[src/rtl/window_source_actor_pkg.sv]
// Shared encodings for the window source actor: firing modes and FSM states.
package window_source_actor_pkg;

    localparam logic [1:0] MODE_SETUP  = 2'b00;
    localparam logic [1:0] MODE_STREAM = 2'b01;

    typedef enum logic [1:0] {
        T_IDLE,
        T_FIRING_START,
        T_FIRING_WAIT
    } top_state_t;

    typedef enum logic [2:0] {
        F_IDLE,
        F_SETUP_RD,
        F_SETUP_LATCH,
        F_SETUP_WR,
        F_STREAM_RUN,
        F_STREAM_DRAIN,
        F_DONE
    } fire_state_t;

    // A window length is usable only if 1 <= len <= size (unsigned, full width).
    function automatic logic len_is_legal(input logic [31:0] len, input int unsigned size);
        return (len != 32'd0) && (len <= size);
    endfunction

endpackage

[src/rtl/window_source_actor_if.sv]
// FIFO-side and scheduler-side signals of the window source actor.
interface window_source_actor_if #(parameter int WIDTH = 10);
    logic [WIDTH-1:0] sample_FIFO;
    logic [WIDTH-1:0] len_cfg_FIFO;
    logic [WIDTH-1:0] cmd_cfg_FIFO;
    logic             invoke;
    logic [1:0]       next_mode_in;
    logic             rd_sample_FIFO;
    logic             rd_len_cfg_FIFO;
    logic             rd_cmd_cfg_FIFO;
    logic             wr_length_FIFO;
    logic             wr_command_FIFO;
    logic             wr_data_FIFO;
    logic [WIDTH-1:0] length_out;
    logic [WIDTH-1:0] command_out;
    logic [WIDTH-1:0] data_out;
    logic [1:0]       next_mode_out;
    logic             FC;
    logic             cfg_err;

    // Actor side.
    modport slave (
        input  sample_FIFO, len_cfg_FIFO, cmd_cfg_FIFO, invoke, next_mode_in,
        output rd_sample_FIFO, rd_len_cfg_FIFO, rd_cmd_cfg_FIFO,
               wr_length_FIFO, wr_command_FIFO, wr_data_FIFO,
               length_out, command_out, data_out, next_mode_out, FC, cfg_err
    );

    // Scheduler / FIFO side.
    modport master (
        output sample_FIFO, len_cfg_FIFO, cmd_cfg_FIFO, invoke, next_mode_in,
        input  rd_sample_FIFO, rd_len_cfg_FIFO, rd_cmd_cfg_FIFO,
               wr_length_FIFO, wr_command_FIFO, wr_data_FIFO,
               length_out, command_out, data_out, next_mode_out, FC, cfg_err
    );
endinterface

[src/rtl/window_source_actor_firing_fsm.sv]
// Firing FSM of the window source actor: config pull, window length store,
// sample streaming and firing completion.
//
// state          | meaning
// F_IDLE         | waiting for start from the invoke FSM; mode sampled here
// F_SETUP_RD     | read enable on both config FIFOs
// F_SETUP_LATCH  | config tokens valid on FIFO heads, capture and check L
// F_SETUP_WR     | write length/command tokens (legal L only), store L
// F_STREAM_RUN   | read enable on sample FIFO, L consecutive cycles
// F_STREAM_DRAIN | final data write (also the pad cycle when stored L is 0)
// F_DONE         | FC pulse with next_mode / cfg_err
//
// Unknown modes (10/11) go straight to F_DONE: FC two cycles after invoke.
module window_source_firing_FSM
    import window_source_actor_pkg::*;
#(
    parameter int SIZE  = 3,
    parameter int WIDTH = 10
) (
    input  logic             clk,
    input  logic             rst_n,
    input  logic             start_i,
    input  logic [1:0]       mode_i,
    input  logic [WIDTH-1:0] sample_i,
    input  logic [WIDTH-1:0] len_cfg_i,
    input  logic [WIDTH-1:0] cmd_cfg_i,
    output logic             rd_sample_o,
    output logic             rd_len_cfg_o,
    output logic             rd_cmd_cfg_o,
    output logic             wr_length_o,
    output logic             wr_command_o,
    output logic             wr_data_o,
    output logic [WIDTH-1:0] length_o,
    output logic [WIDTH-1:0] command_o,
    output logic [WIDTH-1:0] data_o,
    output logic [1:0]       next_mode_o,
    output logic             fc_o,
    output logic             cfg_err_o
);

    fire_state_t      state_q;
    logic [WIDTH-1:0] len_q;
    logic [WIDTH-1:0] cmd_q;
    logic [WIDTH-1:0] l_q;
    logic [WIDTH-1:0] cnt_q;
    logic             legal_q;
    logic             err_q;
    logic             wr_data_q;
    logic [1:0]       nm_q;

    // Firing sequencer, window length register, sample counter and result flags.
    always_ff @(posedge clk or negedge rst_n) begin
        if (!rst_n) begin
            state_q   <= F_IDLE;
            len_q     <= '0;
            cmd_q     <= '0;
            l_q       <= '0;
            cnt_q     <= '0;
            legal_q   <= 1'b0;
            err_q     <= 1'b0;
            wr_data_q <= 1'b0;
            nm_q      <= MODE_SETUP;
        end else begin
            // Data writes trail sample reads by exactly one cycle.
            wr_data_q <= (state_q == F_STREAM_RUN);
            case (state_q)
                F_IDLE: begin
                    if (start_i) begin
                        err_q <= 1'b0;
                        nm_q  <= MODE_SETUP;
                        cnt_q <= '0;
                        if (mode_i == MODE_SETUP) begin
                            state_q <= F_SETUP_RD;
                        end else if (mode_i == MODE_STREAM) begin
                            if (l_q == '0) begin
                                err_q   <= 1'b1;
                                state_q <= F_STREAM_DRAIN;
                            end else begin
                                state_q <= F_STREAM_RUN;
                            end
                        end else begin
                            state_q <= F_DONE;
                        end
                    end
                end
                F_SETUP_RD:    state_q <= F_SETUP_LATCH;
                F_SETUP_LATCH: begin
                    len_q   <= len_cfg_i;
                    cmd_q   <= cmd_cfg_i;
                    legal_q <= len_is_legal(32'(len_cfg_i), SIZE);
                    state_q <= F_SETUP_WR;
                end
                F_SETUP_WR: begin
                    if (legal_q) begin
                        l_q  <= len_q;
                        nm_q <= MODE_STREAM;
                    end else begin
                        err_q <= 1'b1;
                    end
                    state_q <= F_DONE;
                end
                F_STREAM_RUN: begin
                    if (cnt_q == l_q - WIDTH'(1)) begin
                        state_q <= F_STREAM_DRAIN;
                    end else begin
                        cnt_q <= cnt_q + WIDTH'(1);
                    end
                end
                F_STREAM_DRAIN: state_q <= F_DONE;
                F_DONE:         state_q <= F_IDLE;
                default:        state_q <= F_IDLE;
            endcase
        end
    end

    assign rd_len_cfg_o = (state_q == F_SETUP_RD);
    assign rd_cmd_cfg_o = (state_q == F_SETUP_RD);
    assign wr_length_o  = (state_q == F_SETUP_WR) && legal_q;
    assign wr_command_o = (state_q == F_SETUP_WR) && legal_q;
    assign rd_sample_o  = (state_q == F_STREAM_RUN);
    assign wr_data_o    = wr_data_q;
    assign length_o     = len_q;
    assign command_o    = cmd_q;
    assign data_o       = wr_data_q ? sample_i : '0;
    assign next_mode_o  = nm_q;
    assign fc_o         = (state_q == F_DONE);
    assign cfg_err_o    = (state_q == F_DONE) && err_q;

endmodule

[src/rtl/window_source_actor.sv]
// Window source actor top: invoke FSM wrapping one firing FSM.
//
// state          | meaning
// T_IDLE         | waiting for invoke
// T_FIRING_START | start pulse to the firing FSM, next_mode_in taken by it
// T_FIRING_WAIT  | firing in progress; invoke ignored until FC
module window_source_actor
    import window_source_actor_pkg::*;
#(
    parameter int SIZE  = 3,
    parameter int WIDTH = 10
) (
    input  logic                 clk,
    input  logic                 rst_n,
    window_source_actor_if.slave io
);

    top_state_t state_q;
    logic       start_child;
    logic       child_done;

    // Invoke handshake: accept invoke only when idle, release on child completion.
    always_ff @(posedge clk or negedge rst_n) begin
        if (!rst_n) begin
            state_q <= T_IDLE;
        end else begin
            case (state_q)
                T_IDLE:         if (io.invoke) state_q <= T_FIRING_START;
                T_FIRING_START: state_q <= T_FIRING_WAIT;
                T_FIRING_WAIT:  if (child_done) state_q <= T_IDLE;
                default:        state_q <= T_IDLE;
            endcase
        end
    end

    assign start_child = (state_q == T_FIRING_START);
    assign io.FC       = child_done;

    window_source_firing_FSM #(
        .SIZE  (SIZE),
        .WIDTH (WIDTH)
    ) u_firing (
        .clk          (clk),
        .rst_n        (rst_n),
        .start_i      (start_child),
        .mode_i       (io.next_mode_in),
        .sample_i     (io.sample_FIFO),
        .len_cfg_i    (io.len_cfg_FIFO),
        .cmd_cfg_i    (io.cmd_cfg_FIFO),
        .rd_sample_o  (io.rd_sample_FIFO),
        .rd_len_cfg_o (io.rd_len_cfg_FIFO),
        .rd_cmd_cfg_o (io.rd_cmd_cfg_FIFO),
        .wr_length_o  (io.wr_length_FIFO),
        .wr_command_o (io.wr_command_FIFO),
        .wr_data_o    (io.wr_data_FIFO),
        .length_o     (io.length_out),
        .command_o    (io.command_out),
        .data_o       (io.data_out),
        .next_mode_o  (io.next_mode_out),
        .fc_o         (child_done),
        .cfg_err_o    (io.cfg_err)
    );

endmodule
[src/flat_wrapper.sv]
// flat-port wrapper written by rule: the top's interface ports become plain ports
module window_source_actor_flat import window_source_actor_pkg::*;
#(
    parameter int SIZE  = 3,
    parameter int WIDTH = 10
)
  (clk, rst_n, io_sample_FIFO, io_len_cfg_FIFO, io_cmd_cfg_FIFO, io_invoke, io_next_mode_in, io_rd_sample_FIFO, io_rd_len_cfg_FIFO, io_rd_cmd_cfg_FIFO, io_wr_length_FIFO, io_wr_command_FIFO, io_wr_data_FIFO, io_length_out, io_command_out, io_data_out, io_next_mode_out, io_FC, io_cfg_err);
  window_source_actor_if #(.WIDTH(WIDTH)) io_i ();
  input  logic clk;
  input  logic rst_n;
  input wire logic [$bits(io_i.sample_FIFO)-1:0] io_sample_FIFO;
  input wire logic [$bits(io_i.len_cfg_FIFO)-1:0] io_len_cfg_FIFO;
  input wire logic [$bits(io_i.cmd_cfg_FIFO)-1:0] io_cmd_cfg_FIFO;
  input wire logic [$bits(io_i.invoke)-1:0] io_invoke;
  input wire logic [$bits(io_i.next_mode_in)-1:0] io_next_mode_in;
  output wire logic [$bits(io_i.rd_sample_FIFO)-1:0] io_rd_sample_FIFO;
  output wire logic [$bits(io_i.rd_len_cfg_FIFO)-1:0] io_rd_len_cfg_FIFO;
  output wire logic [$bits(io_i.rd_cmd_cfg_FIFO)-1:0] io_rd_cmd_cfg_FIFO;
  output wire logic [$bits(io_i.wr_length_FIFO)-1:0] io_wr_length_FIFO;
  output wire logic [$bits(io_i.wr_command_FIFO)-1:0] io_wr_command_FIFO;
  output wire logic [$bits(io_i.wr_data_FIFO)-1:0] io_wr_data_FIFO;
  output wire logic [$bits(io_i.length_out)-1:0] io_length_out;
  output wire logic [$bits(io_i.command_out)-1:0] io_command_out;
  output wire logic [$bits(io_i.data_out)-1:0] io_data_out;
  output wire logic [$bits(io_i.next_mode_out)-1:0] io_next_mode_out;
  output wire logic [$bits(io_i.FC)-1:0] io_FC;
  output wire logic [$bits(io_i.cfg_err)-1:0] io_cfg_err;
  assign io_i.sample_FIFO = io_sample_FIFO;
  assign io_i.len_cfg_FIFO = io_len_cfg_FIFO;
  assign io_i.cmd_cfg_FIFO = io_cmd_cfg_FIFO;
  assign io_i.invoke = io_invoke;
  assign io_i.next_mode_in = io_next_mode_in;
  assign io_rd_sample_FIFO = io_i.rd_sample_FIFO;
  assign io_rd_len_cfg_FIFO = io_i.rd_len_cfg_FIFO;
  assign io_rd_cmd_cfg_FIFO = io_i.rd_cmd_cfg_FIFO;
  assign io_wr_length_FIFO = io_i.wr_length_FIFO;
  assign io_wr_command_FIFO = io_i.wr_command_FIFO;
  assign io_wr_data_FIFO = io_i.wr_data_FIFO;
  assign io_length_out = io_i.length_out;
  assign io_command_out = io_i.command_out;
  assign io_data_out = io_i.data_out;
  assign io_next_mode_out = io_i.next_mode_out;
  assign io_FC = io_i.FC;
  assign io_cfg_err = io_i.cfg_err;
  window_source_actor #(.SIZE(SIZE), .WIDTH(WIDTH)) u_core (.clk(clk), .rst_n(rst_n), .io(io_i));
endmodule
[config.mk]
export PLATFORM = sky130hd
export DESIGN_NAME = window_source_actor_flat
export DESIGN_NICKNAME = d
export VERILOG_FILES = /design/src/rtl/window_source_actor_pkg.sv /design/src/rtl/window_source_actor_if.sv /design/src/rtl/window_source_actor_firing_fsm.sv /design/src/rtl/window_source_actor.sv /design/src/flat_wrapper.sv
export SDC_FILE = /design/constraint.sdc
export NUM_CORES = 1
export LEC_CHECK = 0
export ABC_AREA = 1
export ABC_CLOCK_PERIOD_IN_PS = 4600
export BUFFER_PORTS_ARGS = -buffer_cell sky130_fd_sc_hd__buf_2
export CORE_MARGIN = 3
export CORE_UTILIZATION = 50
export DETAILED_ROUTE_END_ITERATION = 16
export PLACE_DENSITY_LB_ADDON = 0.05
export RECOVER_POWER = 25
export SLEW_MARGIN = 20
export SYNTH_ARGS = -nofsm -noshare
export SYNTH_HDL_FRONTEND = slang
export SYNTH_SLANG_ARGS = --single-unit
[constraint.sdc]
create_clock -name clk -period 4.6 [get_ports clk]
set_input_delay 1.15 -clock clk [delete_from_list [all_inputs] [get_ports clk]]
set_output_delay 1.15 -clock clk [all_outputs]
set_load 0.1 [all_outputs]
==> flow_summary.json <==
{
  "areaGrowthSynthToFinish_pct": 17.90,
  "share_of_synthesized_flip_flops_with_an_asynchronous_set_or_reset_pct": 100.0,
  "drtPass1Iterations": 4,
  "critical_path.startpoint": "u_core.u_firing.state_q[2]",
  "critical_path_data_arrival_time_ps": 2120,
  "mappedNetlistArea_um2": 2698,
  "io_buffers": 73,
  "cts_tree": "built",
  "routabilityCongestion": 0.9040,
  "criticalPathCategory": "reg -> out",
  "timing.reg2reg.setup_slack_ps": 2480,
  "holdCritPathClass": "reg -> reg",
  "setup_viol_count_final": 0,
  "synth_cells": 377,
  "peak_clock_frequency_supported_by_timing_mhz": 305.4,
  "finish.utilization_pct": 61.49,
  "critical_path.reg2reg.startpoint": "u_core.u_firing.l_q[0]",
  "num-nets-final": 484,
  "cp-end-kind": "primary output",
  "clk-insertion-delay-late_ps": 300,
  "initial_utilization_pct": 52.15,
  "h-tree-depth": 2,
  "share_of_cells_above_drive_strength_1_pct": 21.48,
  "antenna_cells_inserted": 0,
  "worst-endpoint-required_ps": 3450,
  "start_kind": "register",
  "floorplan.die.height_um": 79.45,
  "sum_of_overflow_across_all_layers_after_global_routing": 0,
  "detailroute.via_count": 2479,
  "worst-r2r-cell-count": 13,
  "routed_wirelength_um": 5914,
  "crit_path_max_fanout": 17,
  "cts-hold-fix-buffers": 0,
  "ys_types": 35,
  "tightestPinTransition_ps": 1198,
  "first_iteration_detailed_routing_drc_count": 136,
  "final_cell_mix": "sky130_fd_sc_hd__nand2_1, sky130_fd_sc_hd__buf_2, sky130_fd_sc_hd__dfrtp_1",
  "die_area_um2": 6312,
  "syn-num-nets": 414,
  "dominantRegCellSynth": "sky130_fd_sc_hd__dfrtp_1",
  "finalSetupTns_ps": 0,
  "post-synth-top-area-cell": "sky130_fd_sc_hd__dfrtp_1",
  "cts_repair_resize_count": 0,
  "outcome": "completed",
  "relSlewSlack_pct": 20.15,
  "finalCritPeriodShare_pct": 71.18,
  "grt_start_max_net_pins": 29,
  "clock_tree.buffer_depth": 2,
  "grt_pass1_wl_um": 10580,
  "cts.root.buffer_cell": "sky130_fd_sc_hd__clkbuf_8",
  "synth_seq_cells": 49,
  "yosys_warnings": 0,
  "cts.reportedPaths.clkPinSlew_ps": 90,
  "timing_hold_violations_final": 0,
  "layout.cells.most_common": "sky130_fd_sc_hd__nand2_1",
  "post_drt_via_cell_ratio": 4.795,
  "die_w_um": 79.45,
  "synth.yosys.seq_area_share_pct": 45.45,
  "drc": 0,
  "cts.sink_count": 49,
  "setup_bufs_post_cts": 0,
  "antenna_found_initial": 0,
  "post-synth-top-area-fraction_pct": 45.45,
  "cts-buffers-inserted": 5,
  "detailedPlacementHpwl_um": 4599,
  "routed_wire_length_per_instance_um": 11.44,
  "max_cap_viol_count": 0,
  "synth.top_cells.by_area": "sky130_fd_sc_hd__dfrtp_1, sky130_fd_sc_hd__nand2_1, sky130_fd_sc_hd__inv_1",
  "fin_clk_skew_ps": 8.492,
  "grt_usage_pct": 20.99,
  "syn_avg_cell_area_um2": 7.155,
  "synth-edff-count": 0,
  "worst_setup_path_endpoint": "io_wr_command_FIFO",
  "vias_in_the_first_global_route": 2436,
  "rsz0062_at_grt": "false",
  "final_max_slew_viol_count": 0,
  "finalWorstPathRequiredPeriod_ps": 3274,
  "ant_nets": 0,
  "core_area_um2": 5172,
  "rr_endpoint": "u_core.u_firing.cnt_q[9]",
  "core.rowCount": 26,
  "number_of_top_level_design_ports": 75
}
cell type report:
cell class | count | area (um^2)
Sequential cell | 49 | 1226
Tap cell | 70 | 87.58
Timing Repair Buffer | 75 | 375.4
Inverter | 50 | 187.7
Multi-Input combinational cell | 266 | 1214
Clock buffer | 6 | 82.58
Fill cell | 523 | 1992
Clock inverter | 1 | 7.507
cell families (layout without fill, tap and decap cells):
family,Yosys count,count (layout),synth area share (%)
compound gates,27,27,5.705
flops,49,49,45.45
xor+xnor,9,9,2.922
buf+inv,62,132,9.462
other cells,1,1,0.1390
fa+ha+maj,2,2,0.9275
simple gates,227,227,35.39
Yosys cell counts, types with 2 or more instances:
master	number
sky130_fd_sc_hd__nand2_1	143
sky130_fd_sc_hd__dfrtp_1	49
sky130_fd_sc_hd__inv_1	46
sky130_fd_sc_hd__nor2_1	36
sky130_fd_sc_hd__nand3_1	21
sky130_fd_sc_hd__o21ai_0	17
sky130_fd_sc_hd__xor2_1	8
sky130_fd_sc_hd__clkbuf_1	5
sky130_fd_sc_hd__nand2_2	5
sky130_fd_sc_hd__nor2_2	5
sky130_fd_sc_hd__inv_2	4
sky130_fd_sc_hd__nor3_1	4
sky130_fd_sc_hd__buf_4	3
sky130_fd_sc_hd__nand4_1	3
sky130_fd_sc_hd__nor3b_1	3
sky130_fd_sc_hd__a21oi_1	2
sky130_fd_sc_hd__a22oi_1	2
sky130_fd_sc_hd__buf_2	2
sky130_fd_sc_hd__ha_1	2
sky130_fd_sc_hd__or2_1	2
worst min path at each step:
stage | end | slack (ps) | start | depth (start not counted)
2_1_floorplan | u_core.state_q[0] | 410 | u_core.state_q[0] | 1
3_3_place_gp | u_core.state_q[0] | 420 | u_core.state_q[0] | 1
3_5_place_dp | u_core.state_q[0] | 430 | u_core.state_q[0] | 1
4_1_cts | u_core.state_q[0] | 440 | u_core.state_q[0] | 1
5_1_grt | u_core.state_q[0] | 470 | u_core.state_q[0] | 1
6_report | u_core.state_q[0] | 430 | u_core.state_q[0] | 1
critical path, cell delays in order, from the launching register on:
cell,delay (ps)
sky130_fd_sc_hd__dfrtp_1,410
sky130_fd_sc_hd__inv_1,120
sky130_fd_sc_hd__nand2_1,80
sky130_fd_sc_hd__nor2_1,180
sky130_fd_sc_hd__nand2_1,190
sky130_fd_sc_hd__inv_1,330
sky130_fd_sc_hd__buf_2,510
flip-flops by register name (all words and copies together) (netlist names):
| name | flops |
|---|---|
| u_core.u_firing.next_mode_o | 1 |
| u_core.u_firing.err_q | 1 |
| u_core.u_firing.wr_data_o | 1 |
| u_core.u_firing.state_q | 3 |
| u_core.u_firing.cnt_q | 10 |
| u_core.u_firing.command_o | 10 |
| u_core.u_firing.length_o | 10 |
| u_core.state_q | 2 |
| u_core.u_firing.l_q | 10 |
| u_core.u_firing.legal_q | 1 |
through the flow:
step / std cells / hold slack (ps) / setup WS, ps / cell area, um^2
after floorplan: 377 / 408.6 / 353.9 / 2698
after global placement: 510 / 420.9 / 1696 / 3098
after detailed placement: 510 / 432.0 / 1631 / 3098
after CTS: 517 / 444.5 / 1301 / 3188
after global routing: 517 / 467.6 / 1045 / 3181
final: 517 / 434.8 / 1326 / 3181
per-layer routing:
layer	up-vias	GRT usage (%)	part of all wire [%]
met3	6	4.289	6.9
met2	72	36.56	47
li1	1292	-	-
met1	1109	25.73	45
met5	-	0	0
met4	0	7.216	1.2
Power is left out: the tool's default activity adds up to more than one toggle a clock period on the data nets, which glitch-free logic cannot reach.
